`src/rtl/hazard_stall_unit.sv`:
```
// Decode-side hazard controller: stalls on load-use and holds EX for multi-cycle FPU ops.
// Stall/flush outputs are Mealy (state + current inputs); state, cnt and stall_count are registered.
module hazard_stall_unit #(
    parameter int unsigned FPU_LATENCY = 4,
    parameter int unsigned CNT_W       = 32
) (
    input  logic             clk,
    input  logic             rst_n,
    input  logic [4:0]       ID_Rs1,
    input  logic [4:0]       ID_Rs2,
    input  logic [4:0]       ID_frs3,
    input  logic             ID_useRs1,
    input  logic             ID_useRs2,
    input  logic             ID_useFrs3,
    input  logic [4:0]       EX_Rd,
    input  logic             EX_MemRead,
    input  logic             EX_f_MemRead,
    input  logic             EX_fpuMulti,
    input  logic             branch_taken,
    output logic             PC_Write,
    output logic             IFID_Write,
    output logic             IFID_Flush,
    output logic             IDEX_Flush,
    output logic             EX_Hold,
    output logic             EXMEM_Bubble,
    output logic             fpu_busy,
    output logic [CNT_W-1:0] stall_count
);

    typedef enum logic [0:0] {
        RUN      = 1'b0,
        FPU_WAIT = 1'b1
    } state_t;

    // The entry cycle already counts as one hold cycle, and the last wait cycle releases.
    localparam logic [3:0] CNT_INIT = 4'(FPU_LATENCY - 2);
    localparam logic [CNT_W-1:0] CNT_MAX = {CNT_W{1'b1}};

    state_t           state_q, state_d;
    logic [3:0]       cnt_q, cnt_d;
    logic [CNT_W-1:0] stall_count_q, stall_count_d;

    logic [4:0] src_idx [3];
    logic [2:0] src_use;
    logic [2:0] src_hit;
    logic       any_hit;
    logic       lu;

    logic pc_write, ifid_write, ifid_flush, idex_flush, ex_hold, exmem_bubble, busy;

    assign src_idx[0] = ID_Rs1;
    assign src_idx[1] = ID_Rs2;
    assign src_idx[2] = ID_frs3;
    assign src_use    = {ID_useFrs3, ID_useRs2, ID_useRs1};

    genvar gi;
    generate
        for (gi = 0; gi < 3; gi++) begin : g_src_cmp
            assign src_hit[gi] = src_use[gi] && (src_idx[gi] == EX_Rd);
        end
    endgenerate

    assign any_hit = |src_hit;
    // f0 is a real FP register, so only integer loads get the x0 exclusion.
    assign lu = (EX_MemRead && (EX_Rd != 5'd0) && any_hit) || (EX_f_MemRead && any_hit);

    always_comb begin
        state_d      = state_q;
        cnt_d        = cnt_q;
        pc_write     = 1'b1;
        ifid_write   = 1'b1;
        ifid_flush   = 1'b0;
        idex_flush   = 1'b0;
        ex_hold      = 1'b0;
        exmem_bubble = 1'b0;
        busy         = 1'b0;

        case (state_q)
            RUN: begin
                if (EX_fpuMulti) begin
                    pc_write     = 1'b0;
                    ifid_write   = 1'b0;
                    ex_hold      = 1'b1;
                    exmem_bubble = 1'b1;
                    state_d      = FPU_WAIT;
                    cnt_d        = CNT_INIT;
                end else if (branch_taken) begin
                    ifid_flush = 1'b1;
                    idex_flush = 1'b1;
                end else if (lu) begin
                    pc_write   = 1'b0;
                    ifid_write = 1'b0;
                    idex_flush = 1'b1;
                end
            end
            FPU_WAIT: begin
                busy = 1'b1;
                if (cnt_q != 4'd0) begin
                    pc_write     = 1'b0;
                    ifid_write   = 1'b0;
                    ex_hold      = 1'b1;
                    exmem_bubble = 1'b1;
                    cnt_d        = cnt_q - 4'd1;
                end else begin
                    state_d = RUN;
                end
            end
            default: begin
                state_d = RUN;
                cnt_d   = 4'd0;
            end
        endcase

        // Reset releases the pipeline in the same cycle, whatever the FSM was doing.
        if (!rst_n) begin
            pc_write     = 1'b1;
            ifid_write   = 1'b1;
            ifid_flush   = 1'b0;
            idex_flush   = 1'b0;
            ex_hold      = 1'b0;
            exmem_bubble = 1'b0;
            busy         = 1'b0;
            state_d      = RUN;
            cnt_d        = 4'd0;
        end
    end

    always_comb begin
        stall_count_d = stall_count_q;
        if (!pc_write && (stall_count_q != CNT_MAX)) begin
            stall_count_d = stall_count_q + CNT_W'(1);
        end
    end

    always_ff @(posedge clk) begin
        if (!rst_n) begin
            state_q       <= RUN;
            cnt_q         <= 4'd0;
            stall_count_q <= '0;
        end else begin
            state_q       <= state_d;
            cnt_q         <= cnt_d;
            stall_count_q <= stall_count_d;
        end
    end

    assign PC_Write     = pc_write;
    assign IFID_Write   = ifid_write;
    assign IFID_Flush   = ifid_flush;
    assign IDEX_Flush   = idex_flush;
    assign EX_Hold      = ex_hold;
    assign EXMEM_Bubble = exmem_bubble;
    assign fpu_busy     = busy;
    assign stall_count  = stall_count_q;

endmodule

```
`config.mk`:
```
export PLATFORM = sky130hd
export DESIGN_NAME = hazard_stall_unit
export DESIGN_NICKNAME = d
export VERILOG_FILES = /design/src/rtl/hazard_stall_unit.sv
export SDC_FILE = /design/constraint.sdc
export NUM_CORES = 1
export LEC_CHECK = 0
export ABC_AREA = 0
export CORE_MARGIN = 1
export CORE_UTILIZATION = 34
export DETAILED_ROUTE_END_ITERATION = 12
export PLACE_DENSITY = 0.67
export SYNTH_ARGS = -nofsm -noshare
export SYNTH_HDL_FRONTEND = slang
export SYNTH_SLANG_ARGS = --single-unit
```
`constraint.sdc`:
```
create_clock -name clk -period 2.77 [get_ports clk]
set_clock_uncertainty 0.15 [all_clocks]
set_input_delay 0.554 -clock clk [delete_from_list [all_inputs] [get_ports clk]]
set_output_delay 0.554 -clock clk [all_outputs]
set_load 0.02 [all_outputs]
```
### After elaboration in Yosys (flattened, before gate mapping)

Cells that the tools add are included.
W data, S select, Z words.

* register bits after elaboration: 37
* latch bits: 0
* RAM bits: 0
* ROM bits: 0
* input port bits: 29
* output and inout port bits: 39
* memories: 0

* add/subtract/negate cells: 2
* multipliers: 0
* div/mod/pow operators: 0
* $lt $le $gt $ge: 0
* eq/ne operators: 6
* shifts and indexed selects: 0
* muxes and demuxes: 24
* bitwise logic cells: 1
* reduce and logical (&&, ||, !) cells: 13

Operators with widths (count)
* $add A32 B1 Y32 const B: 1
* $ne A32 B32 Y1 const B: 1
* $mux W1: 19
* $eq A5 B5 Y1: 3
* $mux W4: 2
* $pmux W4 S2: 1
* $logic_and A1 B1 Y1: 7
* $reduce_bool A5 Y1: 1
* $pmux W1 S2: 2
* $reduce_bool A4 Y1: 1
* $sub A4 B1 Y4 const B: 1
* $reduce_or A3 Y1: 1
* $ne A2 B1 Y1 const B: 1
* $ne A2 B2 Y1 const B: 1
* $reduce_and A2 Y1: 1
* $logic_not A1 Y1: 1
* $logic_or A1 B1 Y1: 1
* $not A1 Y1: 1

### Longest topological paths before layout

* word-level depth: 12
* mapped depth: 11

### Worst setup path after synthesis

Ideal clock, no wire load.

* path type: reg-to-output
* start point: register cnt_q[0]
* end point: output port PC_Write
* arrival time: 2.208 ns
* path slack: -0.142 ns
* cell stages (with the launch flop): 9
* path buffers: 2
* cells stage by stage: dfxtp_1 > inv_1 > ha_1 > and4bb_1 > nor3_2 > or3_1 > clkbuf_2 > o21ai_0 > buf_4

* word-level cells in the longest chain between the ends: 4

RTL lines
* start, declared: line 40 `logic [3:0] cnt_q, cnt_d;`
* start signal, assigned: line 142 `cnt_q <= cnt_d;`
* $reduce_bool A4 Y1: line 98 `if (cnt_q != 4'd0) begin`
* $mux W1
* $pmux W1 S2
* $mux W1
* end, declared: line 20 `output logic PC_Write,`

Every way passes these cells.

### Final worst setup path

* start point: input port EX_fpuMulti
* end point: output port IFID_Flush

* word-level cells in the longest chain between the ends: 3

RTL lines
* start, declared: line 18 `input logic EX_fpuMulti,`
* $mux W1: line 80 `if (EX_fpuMulti) begin`
* $mux W1: line 78 `case (state_q)`
* $mux W1: line 115 `if (!rst_n) begin`
* end, declared: line 22 `output logic IFID_Flush,`

Every way passes these cells.

==> flow_metrics.py <==
metrics = {
    "status": {
        "outcome": "finished with violations",
        "failed_checks": "design-rule violations",
    },
    "worst_setup_path": {
        "worst-path-max-fanout": 2,
        "cp_cell_sequence": "clkdlybuf4s50_1, nor2_1, buf_4, and3_1, clkdlybuf4s50_1",
        "cpLargestDelayFamily": "buffers and inverters",
        "cp_num_buf_inv": 3,
        "setup.worst_path.class": "in -> out",
        "cpMostUsedCell": "clkdlybuf4s50_1",
        "slowest_delay_ps": 600,
        "cp-end-kind": "output port",
        "slowest_stage": "clkdlybuf4s50_1",
        "start_kind": "input port",
        "timing.critical_path.from": "EX_fpuMulti",
        "reg2reg_from": "cnt_q[0]",
        "arrival_ps": 1970,
        "cp_data_required_time_ps": 2070,
    },
    "drt": {
        "wl_per_cell_um": 13.9,
        "routed_wl_um": 6230,
        "drcViolationCount": 4,
        "vias": 2492,
        "dr.pass1.iters": 8,
        "viasPerCell": 5.54,
        "antenna_left": 0,
        "drtIter0Drc": 100,
    },
    "global_routing": {
        "grt_pass1_vias": 2301,
        "track_usage": 0.177,
        "antenna_found_initial": 0,
        "grt_overflow": 0,
        "grt_max_degree": 27,
        "grt_pass1_wl_um": 10200,
    },
    "floorplan": {
        "die-area_sq_um": 7060,
        "die_h_um": 84.0,
        "ios": 68,
        "die_w_um": 84.0,
        "core_area_sq_um": 6420,
        "initial_core_util": 0.356,
        "rows": 29,
    },
    "sta": {
        "max_slew_margin": 0.668,
        "worst_slew_pin_slew_ps": 495,
        "setup_viol_count_final": 0,
        "hold_viol": 0,
        "layout_min_cycle_time_ps": 2670,
        "rsz0062_at_grt": "no",
        "fmax_mhz": 375,
        "period_share": 0.964,
        "drv_slew": 0,
    },
    "synthesis": {
        "synthFlopType": "dfxtp_1",
        "synth_cells": 282,
        "yosysTopAreaCell": "dfxtp_1",
        "async_flop_share": 0,
        "yosysSeqAreaShare": 0.324,
        "synth-seq-cells": 37,
        "yosys-top-cells-area": "dfxtp_1, nand2_1, o31ai_1",
        "syn_avg_cell_area_sq_um": 8.11,
        "synth_cell_type_count": 52,
        "synth-edff-count": 0,
        "synth_area_sq_um": 2290,
        "syn_nets": 314,
        "yosysWarnings": 0,
        "synth_top_cell_area_share": 0.324,
    },
    "placement": {
        "io_buffers": 67,
        "gp_congestion": 0.850,
        "dpl_cell_area_sq_um": 3230,
        "place_inst": 441,
        "dpl.hpwl_um": 4530,
    },
    "cts": {
        "cts.sink_count": 37,
        "cts_tree": "built",
        "cts.path.max_buffers": 2,
        "root_buffer": "clkbuf_8",
        "clk_latency_ps": 290,
        "ctsHtreeMaxLevel": 2,
        "clkTransAtPathRegs_ps": 70,
        "cts_buffers": 5,
    },
    "final_layout": {
        "syn_to_final_growth_pct": 49.2,
        "layout-drive-gt1-share": 0.182,
        "final_common_cell": "clkdlybuf4s50_1",
        "multi_input_area_sq_um": 1520,
        "stdcell_count": 450,
        "fin_area_sq_um": 3410,
        "regArea_sq_um": 742,
        "layout_common_cells": "clkdlybuf4s50_1, dfxtp_1, nand2_1, buf_4, a21oi_1",
        "fin_nets": 405,
        "diodes": 0,
        "fill_cells": 607,
    },
    "power": {
        "p_leak_uw": 0.00121,
        "finalPower_uw": 1250,
        "ir_worst_vdd_mv": 0.171,
        "p_per_area_nw_per_um2": 367,
    },
    "min_path": {
        "min_path_type": "reg -> reg",
        "min-delay-start": "stall_count[29]",
    },
    "flow_run": {
        "drv_cap": 0,
    },
}
[where the power goes]
part           leakage [uW]  internal (uW)  switching (uW)
Clock             0.0000443            198             191
Sequential         0.000299            543            11.3
Combinational      0.000861            155             155
Total               0.00121            896             357
[kinds of logic (layout without fill, tap and decap cells)]
family / after synthesis / after routing / share of synthesized area
compound gates: 61 / 61 / 0.175
simple gates: 133 / 133 / 0.339
xor+xnor: 15 / 15 / 0.0575
buf+inv: 23 / 114 / 0.0443
flops: 37 / 37 / 0.324
fa+ha+maj: 3 / 3 / 0.0164
mux: 10 / 10 / 0.0438
[area by class of cell]
| class | count | area share |
|---|---|---|
| tap | 77 | 0.0282 |
| sequential | 37 | 0.218 |
| timing repair buffer | 100 | 0.277 |
| multi-input combinational | 222 | 0.444 |
| clock buffer | 7 | 0.0253 |
| inverter | 7 | 0.00770 |
[repair_timing]
action	CTS	global route
setup endpoints to repair	20	19
setup buffers	0	2
hold buffers	0	0
resized for setup	23	21
pin swaps	1	12
gates cloned	0	0
[tightest hold or removal path, stage by stage, from the launching register on]
cell     delay (ps)
dfxtp_1         340
o31ai_2          60
a21oi_1          50
[state kept, by name (all words and copies together), names as in the netlist]
register and count:
cnt_q 4, state_q 1, stall_count 32
[metrics by stage]
stage	TNS [ps]	hold slack [ps]	utilization	setup WS, ps
2_1_floorplan	0	321	-	31.5
6_report	0	346	0.531	101
4_1_cts	-14.8	345	0.517	-14.8
3_3_place_gp	-7080	325	0.503	-587
5_1_grt	0	379	0.531	1.06
3_5_place_dp	-8600	335	0.503	-593
[synthesized netlist by cell type (all sizes together), types with 2 or more instances]
cell type	instances
nand2	33
and4	2
and3	4
clkbuf	8
nand2b	5
nand3b	2
or3	4
a211oi	4
or4	14
and2	5
o21ai	6
xor2	4
nand4	17
a31oi	2
nand3	11
buf	8
nor3	11
nor2	14
o31a	2
xnor2	11
o31ai	16
dfxtp	37
mux2i	10
nor4	5
o211ai	3
inv	7
ha	3
nor4b	2
a21oi	20
[routing by layer]
metal | share of wire | global-route usage
met1 | 0.44 | 0.207
met2 | 0.48 | 0.312
met3 | 0.060 | 0.0445
met4 | 0.015 | 0.0580
met5 | 0 | 0
[path summary, 6_finish.rpt]
| check | endpoint | slack (ps) | cells past startpoint |
|---|---|---|---|
| worst max-delay path | IFID_Flush | 100 | 5 |
| worst min-delay path | stall_count[29] | 350 | 2 |
| worst max register to register | stall_count[30] | 110 | 9 |
| worst min register to register | stall_count[29] | 350 | 2 |
(Power assumes the default switching activity.)
==> RTL edit, RTL diff (same flow settings) <==
Set the parameter `CNT_W` to 36 (it was 32).
--- a/src/rtl/hazard_stall_unit.sv
+++ b/src/rtl/hazard_stall_unit.sv
@@ -3,5 +3,5 @@
 module hazard_stall_unit #(
     parameter int unsigned FPU_LATENCY = 4,
-    parameter int unsigned CNT_W       = 32
+    parameter int unsigned CNT_W       = 36
 ) (
     input  logic             clk,
Ports: changed (resized stall_count); port bits go from 68 to 72. No check against the original RTL was run, so the function may have changed too.
==> RTL edit against the unedited design <==
Cell count is 4.0% higher; area after synthesis is 4.4% higher; sequential cell count is 4 higher; routed wire length is 0.75% lower; combinational power is 24% lower; synthesized cell count is 1.4% higher; largest power group unchanged; non-clock buffer count is 2 lower; via count is 0.36% higher; final area is 1.3% higher; critical endpoint is now IFID_Write; setup slack worse by 37 ps; critical path type unchanged; power is 0.47% lower; die area is 4.3% higher.
==> RTL edit: results (changes against the unedited design) <==
[clocking]
clk_path_buf_depth = 2  ; unchanged
clock-root-buffer = clkbuf_8
numCtsBuffers = 5  ; unchanged
clock_latency_ps = 300
htree_levels = 2  ; unchanged
cts.reportedPaths.clkPinSlew_ps = 70  ; about the same

[grt]
antenna_found_initial = 0  ; unchanged
grtUsageTotal_pct = 16.8  ; -0.91 points
grt_pass1_vias = 2242  ; -2.6%
grt_max_degree = 45  ; +67%
grt_pass1_wl_mm = 10.0  ; -1.9%

[critical_path]
path_max_fanout = 5  ; +3
r2r-end = stall_count[30]
cp.arrival_ps = 2000  ; +30 ps
critPathCapture = IFID_Write
startpoint = ID_Rs1[0]
reg2reg_depth = 6  ; -3
reg2reg_slack_ps = 340  ; +230 ps
worstReg2RegStart = stall_count[8]

[placement]
hpwl_mm = 4.34  ; -4.2%
gp_congestion = 0.769  ; -9.5%
io_buffers = 71  ; +6.0%
placed_area_um2 = 3310  ; +2.5%
numPlacedInstances = 459  ; +4.1%

[min_path]
hold_path_class = reg2reg

[final_layout]
final.fill_count = 670  ; +10%
final_cells = 468  ; +4.0%
drive_gt1_share_pct = 15.6  ; -2.6 points
nets = 404  ; -0.25%
largest_register_ffs = 36  ; +13%
area_delta_synth_final_pct = 44.8
num_antenna_cells = 0  ; unchanged

[synthesis]
synth.area.top_cells = dfxtp_1, o31ai_1, or4_1
synth_warnings = 0  ; unchanged
synth_seq_area_share_pct = 34.4  ; +2.0 points
syn_inst = 286  ; +1.4%
yosys-top-cells-count = dfxtp_1, a21oi_1, nand2_1
synthArstFlopShare_pct = 0  ; unchanged
synth.distinct_cells = 46  ; -12%
syn_nets = 318  ; +1.3%

[routing]
detail_route.first_pass.iterations = 4  ; -4
viasPerCell = 5.34  ; -3.5%
drc = 0  ; -4
drt_iter0_markers = 102  ; +2.0%
wl_mm = 6.19  ; -0.75%

[timing]
relSlewSlack_pct = 61.9  ; -4.9 points

[run_status]
status = completed

[power]
max-vdd-ir-drop_mv = 0.170  ; -0.25%
power.switching_mw = 0.334  ; -6.3%
leakagePower_nw = 1.19  ; -1.0%

-- RTL edit: cell types whose count changed in the layout (fill, tap and decap cells not counted), moves of 8 or more --
cell and change:
o31ai_1 +8, or4_1 +12, nand4_1 -8, clkdlybuf4s50_1 -8, a21oi_1 +14, buf_4 -8
-- RTL edit: metal layers --
layer	vias up	routed length, um	GRT usage (%)
li1	1258	-	-
met1	1168	2780	20.6
met2	65	3020	29.1
met3	10	277	3.37
met4	0	108	5.91
met5	-	0	0
-- RTL edit: what timing repair did --
action / CTS / global route
hold endpoints to repair: 0 / 0
setup buffers: 2 / 0
endpoints found under the setup margin: 25 / 5
resized for setup: 30 / 29
pin swaps: 7 / 16
-- RTL edit: per-stage QoR --
stage | hold slack, ps | setup WS, ps
finish | 331 | 63.9
floorplan | 330 | 142
global placement | 331 | -699
CTS | 338 | 11.0
detailed placement | 325 | -696
global route | 363 | 0.299
-- RTL edit: power groups by stage --
stage | Clock, mW | Sequential [mW] | Combinational, mW
detailed placement | 0 | 0.621 | 0.230
CTS | 0.413 | 0.607 | 0.231
finish | 0.404 | 0.608 | 0.234
floorplan | 0 | 0.622 | 0.124
global placement | 0 | 0.621 | 0.226
global route | 0.437 | 0.610 | 0.255
-- RTL edit: how the worst min path moves through the flow --
stage	start	endpoint	slack (ps)	cells past startpoint
detailed placement	stall_count[25]	stall_count[25]	330	2
CTS	stall_count[25]	stall_count[25]	340	2
finish	stall_count[25]	stall_count[25]	330	2
global placement	stall_count[21]	stall_count[21]	330	2
floorplan	cnt_q[2]	cnt_q[2]	330	2
global route	stall_count[25]	stall_count[25]	360	2
-- RTL edit: layout make-up --
cell class / instances / share of cell area (%)
multi-input combinational: 221 / 42.6
timing repair buffer: 98 / 27.1
sequential: 41 / 23.8
tap: 96 / 3.48
inverter: 5 / 0.543
clock buffer: 7 / 2.50
-- RTL edit: critical path, cell delays in order --
cell             delay (ps)
clkdlybuf4s50_1         420
xnor2_1                 150
a311o_2                 410
o21ai_4                 230
buf_6                   130
buf_6                   100
-- RTL edit: logic make-up after synthesis --
logic type	share of synthesized area, %
xor+xnor	5.51
buf+inv	5.66
mux	2.94
fa+ha+maj	1.57
compound gates	20.0
flops	34.4
simple gates	29.9
